## src/rtl/t_ff_to_sr_ff.sv

```systemverilog
// SR register built from T-type storage: each bit keeps its state only through
// q <= q ^ t, with per-bit S=R=1 detection, a sticky error flag and a saturating counter.
module t_ff_to_sr_ff #(
  parameter int WIDTH       = 4,
  parameter int SR11_POLICY = 0,
  parameter int CNT_W       = 8
) (
  input  logic             clk,
  input  logic             reset,
  input  logic             en,
  input  logic [WIDTH-1:0] s,
  input  logic [WIDTH-1:0] r,
  input  logic             clr_err,
  output logic [WIDTH-1:0] q,
  output logic [WIDTH-1:0] qbar,
  output logic [WIDTH-1:0] t_out,
  output logic [WIDTH-1:0] illegal,
  output logic             err_sticky,
  output logic [CNT_W-1:0] err_cnt
);

  localparam logic [1:0] POLICY_HOLD  = 2'd0;
  localparam logic [1:0] POLICY_SET   = 2'd1;
  localparam logic [1:0] POLICY_RESET = 2'd2;

  // Any value other than set- or reset-dominant falls back to hold.
  localparam logic [1:0] POLICY_EFF = (SR11_POLICY == 1) ? POLICY_SET   :
                                      (SR11_POLICY == 2) ? POLICY_RESET :
                                                           POLICY_HOLD;

  localparam logic [CNT_W-1:0] CNT_MAX = {CNT_W{1'b1}};
  localparam logic [CNT_W-1:0] CNT_ONE = CNT_W'(1);

  logic [WIDTH-1:0] q_q, q_d;
  logic [WIDTH-1:0] illegal_q, illegal_d;
  logic [WIDTH-1:0] t_cmd;
  logic             err_sticky_q, err_sticky_d;
  logic [CNT_W-1:0] err_cnt_q, err_cnt_d;
  logic             illegal_cycle;

  // Toggle command: a bit toggles exactly when its requested next value differs from q.
  always_comb begin
    // NOTE: default every combinational output first so no path leaves it unassigned (no latch).
    t_cmd = '0;
    for (int i = 0; i < WIDTH; i++) begin
      if (en) begin
        case ({s[i], r[i]})
          2'b10:   t_cmd[i] = ~q_q[i];
          2'b01:   t_cmd[i] = q_q[i];
          2'b11: begin
            if (POLICY_EFF == POLICY_SET) begin
              t_cmd[i] = ~q_q[i];
            end else if (POLICY_EFF == POLICY_RESET) begin
              t_cmd[i] = q_q[i];
            end else begin
              t_cmd[i] = 1'b0;
            end
          end
          default: t_cmd[i] = 1'b0;
        endcase
      end
    end
  end

  always_comb begin
    q_d           = q_q ^ t_cmd;
    illegal_d     = {WIDTH{en}} & s & r;
    illegal_cycle = |illegal_d;

    // A fresh illegal event outranks a simultaneous clear.
    err_cnt_d    = err_cnt_q;
    err_sticky_d = err_sticky_q;
    if (illegal_cycle) begin
      err_sticky_d = 1'b1;
      if (clr_err) begin
        err_cnt_d = CNT_ONE;
      end else if (err_cnt_q != CNT_MAX) begin
        err_cnt_d = err_cnt_q + CNT_ONE;
      end
    end else if (clr_err) begin
      err_cnt_d    = '0;
      err_sticky_d = 1'b0;
    end
  end

  always_ff @(posedge clk) begin
    // NOTE: sequential state uses non-blocking assignments so all flops update from pre-edge values.
    if (reset) begin
      q_q          <= '0;
      illegal_q    <= '0;
      err_sticky_q <= 1'b0;
      err_cnt_q    <= '0;
    end else begin
      q_q          <= q_d;
      illegal_q    <= illegal_d;
      err_sticky_q <= err_sticky_d;
      err_cnt_q    <= err_cnt_d;
    end
  end

  assign q          = q_q;
  assign qbar       = ~q_q;
  assign t_out      = t_cmd;
  assign illegal    = illegal_q;
  assign err_sticky = err_sticky_q;
  assign err_cnt    = err_cnt_q;

endmodule
```

## config.mk

```make
export PLATFORM = sky130hd
export DESIGN_NAME = t_ff_to_sr_ff
export DESIGN_NICKNAME = d
export VERILOG_FILES = /design/src/rtl/t_ff_to_sr_ff.sv
export SDC_FILE = /design/constraint.sdc
export NUM_CORES = 1
export LEC_CHECK = 0
export ABC_AREA = 1
export CAP_MARGIN = 20
export CORE_MARGIN = 2
export CORE_UTILIZATION = 40
export DETAILED_ROUTE_END_ITERATION = 10
export PLACE_DENSITY_LB_ADDON = 0.1
export RECOVER_POWER = 100
export SYNTH_ARGS = -nofsm -noshare
export SYNTH_HDL_FRONTEND = slang
export SYNTH_SLANG_ARGS = --single-unit
```

## constraint.sdc

```tcl
create_clock -name clk -period 2.8 [get_ports clk]
set_clock_uncertainty 0.2 [all_clocks]
set_input_delay 0.84 -clock clk [delete_from_list [all_inputs] [get_ports clk]]
set_output_delay 0.84 -clock clk [all_outputs]
set_load 0.005 [all_outputs]
```

==> impl_metrics.prom, run 1 <==
# TYPE chip_impl_metric gauge
chip_impl_info{name="status",value="finished clean"} 1
chip_impl_metric{name="dr.pass1.iters",unit=""} 4
chip_impl_metric{name="buffering_stage_count_on_the_worst_path_with_inverters_included",unit=""} 3
chip_impl_metric{name="cts_buffers",unit=""} 3
chip_impl_metric{name="achievable-frequency",unit="GHz"} 0.375
chip_impl_metric{name="clk-insertion-delay-late",unit="ps"} 300
chip_impl_metric{name="path_depth",unit=""} 5
chip_impl_info{name="reg2reg_from",value="err_cnt[0]"} 1
chip_impl_metric{name="place_congestion",unit=""} 0.866
chip_impl_metric{name="synth_nets",unit=""} 138
chip_impl_metric{name="leakage_power_total",unit="nW"} 0.616
chip_impl_info{name="tritoncts",value="yes"} 1
chip_impl_metric{name="vias",unit=""} 987
chip_impl_metric{name="antenna_left",unit=""} 0
chip_impl_metric{name="report.final.slew_viol_count",unit=""} 0
chip_impl_metric{name="data_arrival_time_of_the_critical_path",unit="ps"} 1630
chip_impl_metric{name="slew_headroom",unit=""} 0.649
chip_impl_metric{name="drt-wirelength-per-cell",unit="um"} 11.4
chip_impl_metric{name="area_growth",unit="%"} 49.7
chip_impl_metric{name="initial_core_util",unit=""} 0.422
chip_impl_metric{name="diodes",unit=""} 0
chip_impl_metric{name="clk_transition_reported_paths",unit="ps"} 110
chip_impl_metric{name="synth.yosys.warnings",unit=""} 0
chip_impl_info{name="crit_path_top_delay_cell",value="dlygate4sd2_1"} 1
chip_impl_metric{name="fp.dieArea",unit="sq um"} 2710
chip_impl_metric{name="timing.max_cap.violations",unit=""} 0
chip_impl_info{name="crit_chain",value="dlygate4sd2_1 > buf_6 > nand2_1 > o31ai_1 > clkbuf_1"} 1
chip_impl_metric{name="routed_wl",unit="mm"} 2.30
chip_impl_metric{name="clock-sinks",unit=""} 17
chip_impl_info{name="grt_setup_unrepaired",value="false"} 1
chip_impl_metric{name="post-route-util",unit=""} 0.632
chip_impl_metric{name="core_area",unit="sq um"} 2190
chip_impl_metric{name="globalRouteTotalUtil",unit=""} 0.188
chip_impl_metric{name="report.power.total",unit="mW"} 0.489
chip_impl_metric{name="global_route_wire_length_before_repair",unit="mm"} 3.79
chip_impl_metric{name="timing.reg2reg.worst_path_depth",unit=""} 7
chip_impl_metric{name="final_period_minus_worst_setup_slack",unit="ps"} 2670
chip_impl_info{name="crit_type",value="in -> out"} 1
chip_impl_metric{name="synth_edf_count",unit=""} 0
chip_impl_metric{name="ys_async_sr_fraction",unit=""} 0
chip_impl_info{name="setup.worst_path.end_class",value="output pin"} 1
chip_impl_info{name="worst_flop_to_flop_path_endpoint",value="err_cnt[0]"} 1
chip_impl_metric{name="synthesis.instances",unit=""} 125
chip_impl_metric{name="drive_gt1_frac",unit=""} 0.155
chip_impl_info{name="timing.critical_path.from",value="en"} 1
chip_impl_metric{name="drt-initial-drc-count",unit=""} 14
chip_impl_metric{name="hold_buffers",unit=""} 0
chip_impl_info{name="dominantRegCellSynth",value="dfxtp_1"} 1
chip_impl_metric{name="dp_hpwl",unit="mm"} 1.81
chip_impl_metric{name="multiInputGateArea",unit="sq um"} 483
chip_impl_metric{name="final.fill_count",unit=""} 210
chip_impl_metric{name="vias_in_the_first_global_route",unit=""} 955
chip_impl_metric{name="antenna_found_initial",unit=""} 0
chip_impl_metric{name="avgViaCountPerCell",unit=""} 4.89
chip_impl_metric{name="cts_post_setup_buffers_inserted",unit=""} 0
chip_impl_metric{name="ff_latch_area",unit="sq um"} 340
chip_impl_metric{name="timing_worst_slew_pin_value",unit="ps"} 527
chip_impl_metric{name="data_required_time_at_the_worst_endpoint",unit="ps"} 1760
chip_impl_metric{name="dieWidth",unit="um"} 52.1
chip_impl_metric{name="htree_levels",unit=""} 1
chip_impl_metric{name="power.ir.vdd_worst",unit="mV"} 0.200
chip_impl_info{name="worst_setup_path_start_kind",value="input pin"} 1
chip_impl_metric{name="cp_max_fo",unit=""} 6
chip_impl_info{name="critical_path_s_top_delay_family",value="buffers and inverters"} 1
chip_impl_metric{name="fraction_of_the_yosys_area_taken_by_sequential_cells",unit=""} 0.368
chip_impl_metric{name="r2r_setup_slack",unit="ps"} 940
chip_impl_metric{name="synth.avg_cell_area",unit="sq um"} 7.40
chip_impl_metric{name="min_period_over_period",unit=""} 0.952
chip_impl_metric{name="pwr_density",unit="nW/um^2"} 353
chip_impl_metric{name="placementRows",unit=""} 17
chip_impl_info{name="final_common_cell",value="dlygate4sd3_1"} 1
chip_impl_metric{name="drc",unit=""} 0
chip_impl_metric{name="io_buffers",unit=""} 36
chip_impl_info{name="mostFrequentLayoutCells",value="dlygate4sd3_1 (22), nand2_1 (21), inv_1 (20)"} 1
chip_impl_metric{name="yosys.cell_types.count",unit=""} 22
chip_impl_metric{name="cts_max_path_buffers",unit=""} 2
chip_impl_metric{name="yosys_register_bits",unit=""} 17
chip_impl_metric{name="io-pin-count",unit=""} 37
chip_impl_metric{name="grt_start_max_net_pins",unit=""} 12
chip_impl_metric{name="grt_remaining_overflow",unit=""} 0
chip_impl_info{name="timing_endpoint_of_the_critical_path",value="t_out[3]"} 1
chip_impl_metric{name="finalSetupViolations",unit=""} 0
chip_impl_metric{name="timing.critical_path.slowest_cell_delay",unit="ps"} 230
chip_impl_metric{name="finalHoldViolations",unit=""} 0
chip_impl_info{name="clk_root_buffer_cell",value="clkbuf_4"} 1
chip_impl_metric{name="synth_area",unit="sq um"} 925
chip_impl_info{name="worstHoldPathType",value="reg -> reg"} 1
chip_impl_metric{name="num-nets-final",unit=""} 188
chip_impl_metric{name="fp.dieH",unit="um"} 52.1
[cells in the mapped netlist (2+ instances only)]
cell type / number / area share
inv_1: 19 / 0.077
nand2_1: 18 / 0.073
dfxtp_1: 17 / 0.37
nor2_1: 11 / 0.045
a21oi_1: 10 / 0.054
nand3_1: 9 / 0.049
o21ai_0: 8 / 0.043
nand4_1: 7 / 0.047
nand2_2: 4 / 0.027
o31ai_1: 4 / 0.032
nand2_4: 3 / 0.037
nand3_4: 3 / 0.057
inv_2: 2 / 0.0081
o21ai_1: 2 / 0.011
[power by group]
part / internal [mW] / switching [mW] / total [mW]
logic: 0.0462 / 0.0486 / 0.0948
clock network: 0.0532 / 0.0860 / 0.139
registers: 0.249 / 0.00543 / 0.255
[worst reg2reg max path: stages, from the launching register on]
cell,delay (ps)
dfxtp_1,440
ha_1,220
nand2_2,100
nor2_2,160
nand3_4,100
nand2_1,280
nand3_1,140
a21oi_2,150
[stage by stage]
step | TNS [ps] | worst slack, ps | cells | cell area (sq um) | hold WS (ps)
after floorplan | 0 | 511 | 125 | 925 | 252
after global placement | -1870 | -472 | 198 | 1390 | 264
after detailed placement | -2010 | -534 | 198 | 1390 | 250
after CTS | 0 | 6.75 | 202 | 1400 | 291
after global routing | 0 | 48.8 | 202 | 1380 | 328
final | 0 | 134 | 202 | 1380 | 288
[logic make-up (layout without fill, tap and decap cells)]
logic type,Yosys count,after routing,synth area share
buffers and inverters,23,72,0.101
and+or+nand+nor,58,58,0.359
DFF,17,17,0.368
adders and majority gates,1,1,0.0135
AOI/OAI and AO/OA,26,26,0.158
[layer usage]
| layer | vias up | global-route usage | part of all wire |
|---|---|---|---|
| li1 | 513 | - | - |
| met1 | 428 | 0.221 | 0.45 |
| met2 | 40 | 0.316 | 0.46 |
| met3 | 6 | 0.0374 | 0.074 |
| met4 | 0 | 0.105 | 0.018 |
| met5 | - | 0 | 0 |
[worst min path at each step]
stage                from         end  slack (ps)  cells past startpoint
2_1_floorplan  err_sticky  err_sticky         250                      2
3_3_place_gp   err_sticky  err_sticky         260                      2
4_1_cts        err_sticky  err_sticky         290                      2
6_report       err_sticky  err_sticky         290                      2
3_5_place_dp   err_sticky  err_sticky         250                      2
5_1_grt        err_sticky  err_sticky         330                      2
[flip-flops by register name, summed over array words and instances (netlist names)]
| name | cells |
|---|---|
| illegal | 4 |
| q | 4 |
| err_cnt | 8 |
| err_sticky | 1 |
[what timing repair did]
action / in CTS / in global routing
endpoints found under the setup margin: 4 / 2
pin swaps: 3 / 1
endpoints found under the hold margin: 0 / 0
gates resized for setup: 23 / 5
[final cells by class]
type / instances / area share
clock buffers: 3 / 0.0163
inverters: 21 / 0.0570
repair buffers: 47 / 0.303
multi-input cells: 85 / 0.349
flip-flops and latches: 17 / 0.246
well taps: 28 / 0.0253
clock inverters: 1 / 0.00362
Power figures use the tool's default switching activity.
==> run 2, diff against run 1 <==
--- a/config.mk
+++ b/config.mk
@@ -7,9 +7,9 @@
 export LEC_CHECK = 0
 export ABC_AREA = 1
 export CAP_MARGIN = 20
-export CORE_MARGIN = 2
-export CORE_UTILIZATION = 40
+export CORE_UTILIZATION = 25
 export DETAILED_ROUTE_END_ITERATION = 10
+export HOLD_SLACK_MARGIN = 0.1
 export PLACE_DENSITY_LB_ADDON = 0.1
 export RECOVER_POWER = 100
 export SYNTH_ARGS = -nofsm -noshare
==> run 2 against run 1 <==
Net effect:
- sequential cell count unchanged
- total power rose by 12%
- largest cell class unchanged
- critical endpoint is now t_out[0]
- global-route usage decreased by 5.6 points
==> impl_metrics.prom, run 2 (synthesis results as in run 1) <==
# TYPE chip_impl_metric gauge
chip_impl_metric{name="vias",unit=""} 983
chip_impl_info{name="route.top_layer_used",value="met4"} 1
chip_impl_metric{name="seq_power_share",unit=""} 0.466
chip_impl_metric{name="slew_headroom",unit=""} 0.625
chip_impl_metric{name="share_comb_of_total_power",unit=""} 0.190
chip_impl_info{name="tritoncts",value="yes"} 1
chip_impl_info{name="mostFrequentLayoutCells",value="dlygate4sd3_1 (21), inv_1 (20), nand2_1 (19)"} 1
chip_impl_metric{name="io_buffers",unit=""} 36
chip_impl_metric{name="power_frac_clock",unit=""} 0.343
chip_impl_metric{name="htree_levels",unit=""} 1
chip_impl_metric{name="cts_max_path_buffers",unit=""} 2
chip_impl_metric{name="cp_max_fo",unit=""} 3
chip_impl_metric{name="clk_transition_reported_paths",unit="ps"} 70
chip_impl_metric{name="place_congestion",unit=""} 0.808
chip_impl_metric{name="min_period_over_period",unit=""} 0.985
chip_impl_metric{name="route.met3.wl",unit="um"} 97
chip_impl_metric{name="drt-wirelength-per-cell",unit="um"} 10.8
chip_impl_info{name="setup.worst_path.end_class",value="output pin"} 1
chip_impl_metric{name="fp.dieArea",unit="sq um"} 3950
chip_impl_metric{name="core_area",unit="sq um"} 3440
chip_impl_metric{name="cts_buffers",unit=""} 3
chip_impl_info{name="crit_path_top_delay_cell",value="clkdlybuf4s50_1"} 1
chip_impl_metric{name="power.ir.vdd_worst",unit="mV"} 0.239
chip_impl_metric{name="vias_in_the_first_global_route",unit=""} 952
chip_impl_metric{name="post-route-util",unit=""} 0.431
chip_impl_metric{name="grt_start_max_net_pins",unit=""} 12
chip_impl_metric{name="dp_hpwl",unit="mm"} 1.89
chip_impl_metric{name="antenna_found_initial",unit=""} 0
chip_impl_info{name="crit_chain",value="clkdlybuf4s50_1 > nand4_1 > o31ai_1 > clkbuf_1"} 1
chip_impl_metric{name="drt-initial-drc-count",unit=""} 44
chip_impl_metric{name="leakage_power_total",unit="nW"} 0.652
chip_impl_metric{name="r2r_setup_slack",unit="ps"} 960
chip_impl_metric{name="avgViaCountPerCell",unit=""} 4.37
chip_impl_info{name="worstHoldPathType",value="reg -> reg"} 1
chip_impl_metric{name="drc",unit=""} 0
chip_impl_info{name="crit_type",value="in -> out"} 1
chip_impl_metric{name="pwr_density",unit="nW/um^2"} 367
chip_impl_metric{name="path_depth",unit=""} 4
chip_impl_metric{name="global_route_wire_length_before_repair",unit="mm"} 4.15
chip_impl_metric{name="finalSetupViolations",unit=""} 0
chip_impl_info{name="critical_path_s_top_delay_family",value="buffers and inverters"} 1
chip_impl_metric{name="hold_buffers",unit=""} 0
chip_impl_metric{name="buffering_stage_count_on_the_worst_path_with_inverters_included",unit=""} 2
chip_impl_metric{name="placementRows",unit=""} 21
chip_impl_metric{name="clock-sinks",unit=""} 17
chip_impl_metric{name="globalRouteTotalUtil",unit=""} 0.132
chip_impl_metric{name="dieWidth",unit="um"} 62.8
chip_impl_metric{name="timing.reg2reg.worst_path_depth",unit=""} 7
chip_impl_info{name="timing_endpoint_of_the_critical_path",value="t_out[0]"} 1
chip_impl_metric{name="routed_wl",unit="mm"} 2.42
chip_impl_metric{name="io-pin-count",unit=""} 37
chip_impl_metric{name="timing.critical_path.slowest_cell_delay",unit="ps"} 510
chip_impl_metric{name="antenna_left",unit=""} 0
chip_impl_metric{name="area_growth",unit="%"} 60.6
chip_impl_info{name="worst_setup_path_start_kind",value="input pin"} 1
chip_impl_metric{name="num-nets-final",unit=""} 193
chip_impl_metric{name="largest_reg_flops",unit=""} 8
chip_impl_metric{name="switching_component_of_the_power",unit="mW"} 0.145
chip_impl_info{name="final_common_cell",value="dlygate4sd3_1"} 1
chip_impl_info{name="status",value="finished clean"} 1
chip_impl_metric{name="dr.pass1.iters",unit=""} 4
chip_impl_metric{name="wl_met2",unit="mm"} 1.11
chip_impl_metric{name="wl_met1",unit="mm"} 1.20
chip_impl_metric{name="achievable-frequency",unit="GHz"} 0.363
chip_impl_metric{name="fin_worst_hold_slack",unit="ps"} 259
chip_impl_info{name="worst_flop_to_flop_path_endpoint",value="err_cnt[0]"} 1
chip_impl_metric{name="final_period_minus_worst_setup_slack",unit="ps"} 2760
chip_impl_metric{name="fp.dieH",unit="um"} 62.8
chip_impl_metric{name="power_report.internal_total",unit="mW"} 0.400
chip_impl_metric{name="data_arrival_time_of_the_critical_path",unit="ps"} 1720
chip_impl_metric{name="data_required_time_at_the_worst_endpoint",unit="ps"} 1760
chip_impl_metric{name="clk-insertion-delay-late",unit="ps"} 250
chip_impl_info{name="reg2reg_from",value="err_cnt[0]"} 1
chip_impl_info{name="grt_setup_unrepaired",value="false"} 1
chip_impl_info{name="clk_root_buffer_cell",value="clkbuf_8"} 1
chip_impl_metric{name="report.final.slew_viol_count",unit=""} 0
chip_impl_metric{name="timing.max_cap.violations",unit=""} 0
chip_impl_metric{name="finalHoldViolations",unit=""} 0
chip_impl_metric{name="setup_total_negative_slack",unit="ps"} 0
chip_impl_metric{name="power.switching_fraction",unit=""} 0.266
chip_impl_metric{name="timing_worst_slew_pin_value",unit="ps"} 563
chip_impl_metric{name="grt_remaining_overflow",unit=""} 0
chip_impl_info{name="timing.critical_path.from",value="s[0]"} 1
chip_impl_metric{name="report.power.total",unit="mW"} 0.546
chip_impl_metric{name="diodes",unit=""} 0
chip_impl_metric{name="initial_core_util",unit=""} 0.269
chip_impl_metric{name="drive_gt1_frac",unit=""} 0.196
run 2: final cells by class:
class,count,area [sq um]
fill,366,1960
multi-input combinational,85,498
timing repair buffer,52,464
sequential,17,340
inverter,21,78.8
tap,46,57.6
clock buffer,3,41.3
clock inverter,1,5.00
run 2: stage by stage:
stage	cells	setup WS [ps]	cell area (sq um)
after global routing	225	4.03	1490
after CTS	223	21.0	1470
after global placement	219	-490	1430
after detailed placement	219	-531	1430
after floorplan	125	511	925
final	225	42.1	1490
run 2: worst min-delay path by stage:
| stage | startpoint | endpoint | slack [ps] | cells past startpoint |
|---|---|---|---|---|
| after global placement | err_sticky | err_sticky | 250 | 2 |
| final | err_sticky | err_sticky | 260 | 2 |
| after global routing | err_sticky | err_sticky | 310 | 2 |
| after floorplan | err_sticky | err_sticky | 250 | 2 |
| after detailed placement | err_sticky | err_sticky | 260 | 2 |
| after CTS | err_sticky | err_sticky | 270 | 2 |
run 2: worst reg2reg max path, stage by stage, from the launching register on:
cell	delay, ps
dfxtp_1	420
ha_1	220
nand2_2	100
nor2_2	160
nand3_4	100
nand2_1	280
nand3_1	150
a21oi_2	150
run 2: power groups by stage:
| stage | clock, mW | sequential (mW) | combinational [mW] |
|---|---|---|---|
| after floorplan | 0 | 0.260 | 0.0431 |
| after CTS | 0.197 | 0.255 | 0.110 |
| after global routing | 0.208 | 0.256 | 0.115 |
| after detailed placement | 0 | 0.260 | 0.112 |
| after global placement | 0 | 0.260 | 0.112 |
| final | 0.187 | 0.254 | 0.104 |
run 2: what timing repair did:
item | in CTS | in global routing
pin swaps | 1 | 3
buffers inserted | 0 | 2
gates resized for setup | 22 | 7
setup endpoints to repair | 4 | 4
run 2: layer usage:
layer | GRT usage | vias to the layer above
li1 | - | 523
met1 | 0.169 | 438
met2 | 0.213 | 20
met3 | 0.0456 | 2
met4 | 0.0262 | 0
met5 | 0 | -
==> run 3, diff against run 2 <==
--- a/config.mk
+++ b/config.mk
@@ -6,6 +6,7 @@
 export NUM_CORES = 1
 export LEC_CHECK = 0
 export ABC_AREA = 1
+export ABC_CLOCK_PERIOD_IN_PS = 2800
 export CAP_MARGIN = 20
 export CORE_UTILIZATION = 25
 export DETAILED_ROUTE_END_ITERATION = 10
==> constraint.sdc (replaced) <==
create_clock -name clk -period 2.8 [get_ports clk]
set_clock_uncertainty 0.2 [all_clocks]
set_input_delay 0.56 -clock clk [delete_from_list [all_inputs] [get_ports clk]]
set_output_delay 0.56 -clock clk [all_outputs]
set_load 0.005 [all_outputs]
==> run 3 against run 2 <==
Net effect:
- sequential power barely moved
- worst setup slack better by 150 ps
- combinational power down 11%
- via count decreased by 4.6%
- core utilization fell by 2.9 points
- first-iteration DRC count shrank 4.5%
- global-route usage down 0.43 points
- critical path type unchanged
- highest routed layer unchanged
==> impl_metrics.prom, run 3 (synthesis results as in run 1) <==
# TYPE chip_impl_metric gauge
chip_impl_info{name="status",value="finished clean"} 1
chip_impl_metric{name="timing.reg2reg.worst_path_depth",unit=""} 7
chip_impl_metric{name="timing.hold.worst_path_depth",unit=""} 2
chip_impl_metric{name="clk_transition_reported_paths",unit="ps"} 60
chip_impl_metric{name="preCtsSetupSlack",unit="ps"} 7.90
chip_impl_info{name="worstHoldPathType",value="reg -> reg"} 1
chip_impl_metric{name="power.ir.vdd_worst",unit="mV"} 0.227
chip_impl_metric{name="diodes",unit=""} 0
chip_impl_metric{name="htree_levels",unit=""} 1
chip_impl_metric{name="antenna_left",unit=""} 0
chip_impl_metric{name="routed_wl",unit="mm"} 2.21
chip_impl_info{name="whs_endpoint",value="err_sticky"} 1
chip_impl_metric{name="data_required_time_at_the_worst_endpoint",unit="ps"} 2040
chip_impl_metric{name="area_growth",unit="%"} 49.7
chip_impl_metric{name="cp_max_fo",unit=""} 12
chip_impl_metric{name="drt-initial-drc-count",unit=""} 42
chip_impl_metric{name="cts_post_setup_buffers_inserted",unit=""} 0
chip_impl_metric{name="largest_reg_flops",unit=""} 8
chip_impl_metric{name="place_congestion",unit=""} 0.813
chip_impl_metric{name="cts_buffers",unit=""} 3
chip_impl_info{name="setup.worst_path.end_class",value="output pin"} 1
chip_impl_metric{name="vias",unit=""} 938
chip_impl_info{name="crit_chain",value="dlygate4sd3_1 > buf_12 > nand2_1 > o31ai_1 > clkdlybuf4s25_1"} 1
chip_impl_metric{name="setup_total_negative_slack",unit="ps"} 0
chip_impl_metric{name="slew_headroom",unit=""} 0.725
chip_impl_metric{name="clock-sinks",unit=""} 17
chip_impl_info{name="tritoncts",value="yes"} 1
chip_impl_metric{name="placementRows",unit=""} 21
chip_impl_metric{name="drc",unit=""} 0
chip_impl_metric{name="drive_gt1_frac",unit=""} 0.0970
chip_impl_metric{name="clk-insertion-delay-late",unit="ps"} 250
chip_impl_metric{name="initial_core_util",unit=""} 0.269
chip_impl_info{name="grt_setup_unrepaired",value="false"} 1
chip_impl_metric{name="multiInputGateArea",unit="sq um"} 473
chip_impl_metric{name="finalSetupViolations",unit=""} 0
chip_impl_metric{name="achievable-frequency",unit="GHz"} 0.383
chip_impl_metric{name="r2r_setup_slack",unit="ps"} 970
chip_impl_info{name="reg2reg_from",value="err_cnt[0]"} 1
chip_impl_metric{name="cts_max_path_buffers",unit=""} 2
chip_impl_metric{name="dr.pass1.iters",unit=""} 4
chip_impl_metric{name="min_period_over_period",unit=""} 0.933
chip_impl_metric{name="ff_latch_area",unit="sq um"} 340
chip_impl_metric{name="data_arrival_time_of_the_critical_path",unit="ps"} 1850
chip_impl_metric{name="fp.dieH",unit="um"} 62.8
chip_impl_metric{name="finalHoldViolations",unit=""} 0
chip_impl_metric{name="num-nets-final",unit=""} 179
chip_impl_metric{name="report.final.slew_viol_count",unit=""} 0
chip_impl_metric{name="final.fill_count",unit=""} 383
chip_impl_info{name="worst_flop_to_flop_path_endpoint",value="err_cnt[1]"} 1
chip_impl_metric{name="grt_start_max_net_pins",unit=""} 13
chip_impl_metric{name="vias_in_the_first_global_route",unit=""} 890
chip_impl_metric{name="drt-wirelength-per-cell",unit="um"} 10.5
chip_impl_metric{name="global_route_wire_length_before_repair",unit="mm"} 4.08
chip_impl_metric{name="timing_worst_slew_pin_value",unit="ps"} 411
chip_impl_info{name="crit_type",value="in -> out"} 1
chip_impl_metric{name="grt_remaining_overflow",unit=""} 0
chip_impl_metric{name="timing.critical_path.slowest_cell_delay",unit="ps"} 580
chip_impl_metric{name="fin_ws",unit="ps"} 188
chip_impl_metric{name="timing.max_cap.violations",unit=""} 0
chip_impl_metric{name="avgViaCountPerCell",unit=""} 4.45
chip_impl_info{name="clk_root_buffer_cell",value="clkbuf_8"} 1
chip_impl_metric{name="io-pin-count",unit=""} 37
chip_impl_info{name="worst_setup_path_start_kind",value="input pin"} 1
chip_impl_metric{name="fin_worst_hold_slack",unit="ps"} 263
chip_impl_metric{name="fp.dieArea",unit="sq um"} 3950
chip_impl_metric{name="globalRouteTotalUtil",unit=""} 0.128
chip_impl_metric{name="core_area",unit="sq um"} 3440
chip_impl_metric{name="io_buffers",unit=""} 36
chip_impl_metric{name="pwr_density",unit="nW/um^2"} 383
chip_impl_metric{name="antenna_found_initial",unit=""} 0
chip_impl_info{name="mostFrequentLayoutCells",value="dlygate4sd3_1 (22), nand2_1 (21), inv_1 (20)"} 1
chip_impl_info{name="hp-start",value="err_sticky"} 1
chip_impl_info{name="final_common_cell",value="dlygate4sd3_1"} 1
chip_impl_info{name="crit_path_top_delay_cell",value="dlygate4sd3_1"} 1
chip_impl_metric{name="dieWidth",unit="um"} 62.8
chip_impl_metric{name="dp_hpwl",unit="mm"} 1.75
chip_impl_metric{name="leakage_power_total",unit="nW"} 0.567
chip_impl_metric{name="final_period_minus_worst_setup_slack",unit="ps"} 2610
run 3: cell count changes in the layout (fill, tap and decap cells not counted), sizes merged:
cell	before	now
buf	14	2
clkdlybuf4s50	3	10
clkbuf	9	4
dlymetal6s2s	5	0
clkdlybuf4s25	0	2
dlygate4sd2	3	1
clkinv	1	0
dlygate4sd3	21	22
dlymetal6s4s	0	1
run 3: where the power goes:
part | leakage [nW] | switching, mW | internal, mW | total, mW
clock network | 0.0228 | 0.0832 | 0.101 | 0.184
logic | 0.406 | 0.0458 | 0.0465 | 0.0923
registers | 0.138 | 0.00487 | 0.249 | 0.254
run 3: worst max-delay path by stage:
stage,startpoint,to,cells after the start
2_1_floorplan,en,t_out[0],3
3_3_place_gp,en,t_out[1],5
3_5_place_dp,en,t_out[0],5
4_1_cts,en,t_out[0],5
5_1_grt,en,t_out[2],5
6_report,en,t_out[2],5
run 3: metal layers:
layer	track usage	wire length [um]
met5	0	0
met4	0.0349	34
met3	0.0420	95
met2	0.194	991
met1	0.171	1090
run 3: per-stage QoR:
stage	power, mW	instances	instance area (sq um)	utilization
2_1_floorplan	0.303	125	925	-
3_3_place_gp	0.362	207	1360	0.394
3_5_place_dp	0.362	207	1360	0.394
4_1_cts	0.549	211	1400	0.406
5_1_grt	0.561	211	1380	0.402
6_report	0.531	211	1380	0.402
run 3: cell type report:
| cell class | count | area share |
|---|---|---|
| Multi-Input combinational cell | 85 | 0.342 |
| Timing Repair Buffer | 38 | 0.281 |
| Sequential cell | 17 | 0.246 |
| Inverter | 21 | 0.0570 |
| Tap cell | 46 | 0.0416 |
| Clock buffer | 4 | 0.0325 |
run 3: what timing repair did:
action / 4_1_cts / 5_1_grt
hold buffers: 0 / 0
gates resized for setup: 1 / 3
setup endpoints to repair: 1 / 3
run 3: critical path: cells and delay by family:
kind            cells  cell delay, ps
buf+inv             3            1050
compound gates      1             190
simple gates        1              60
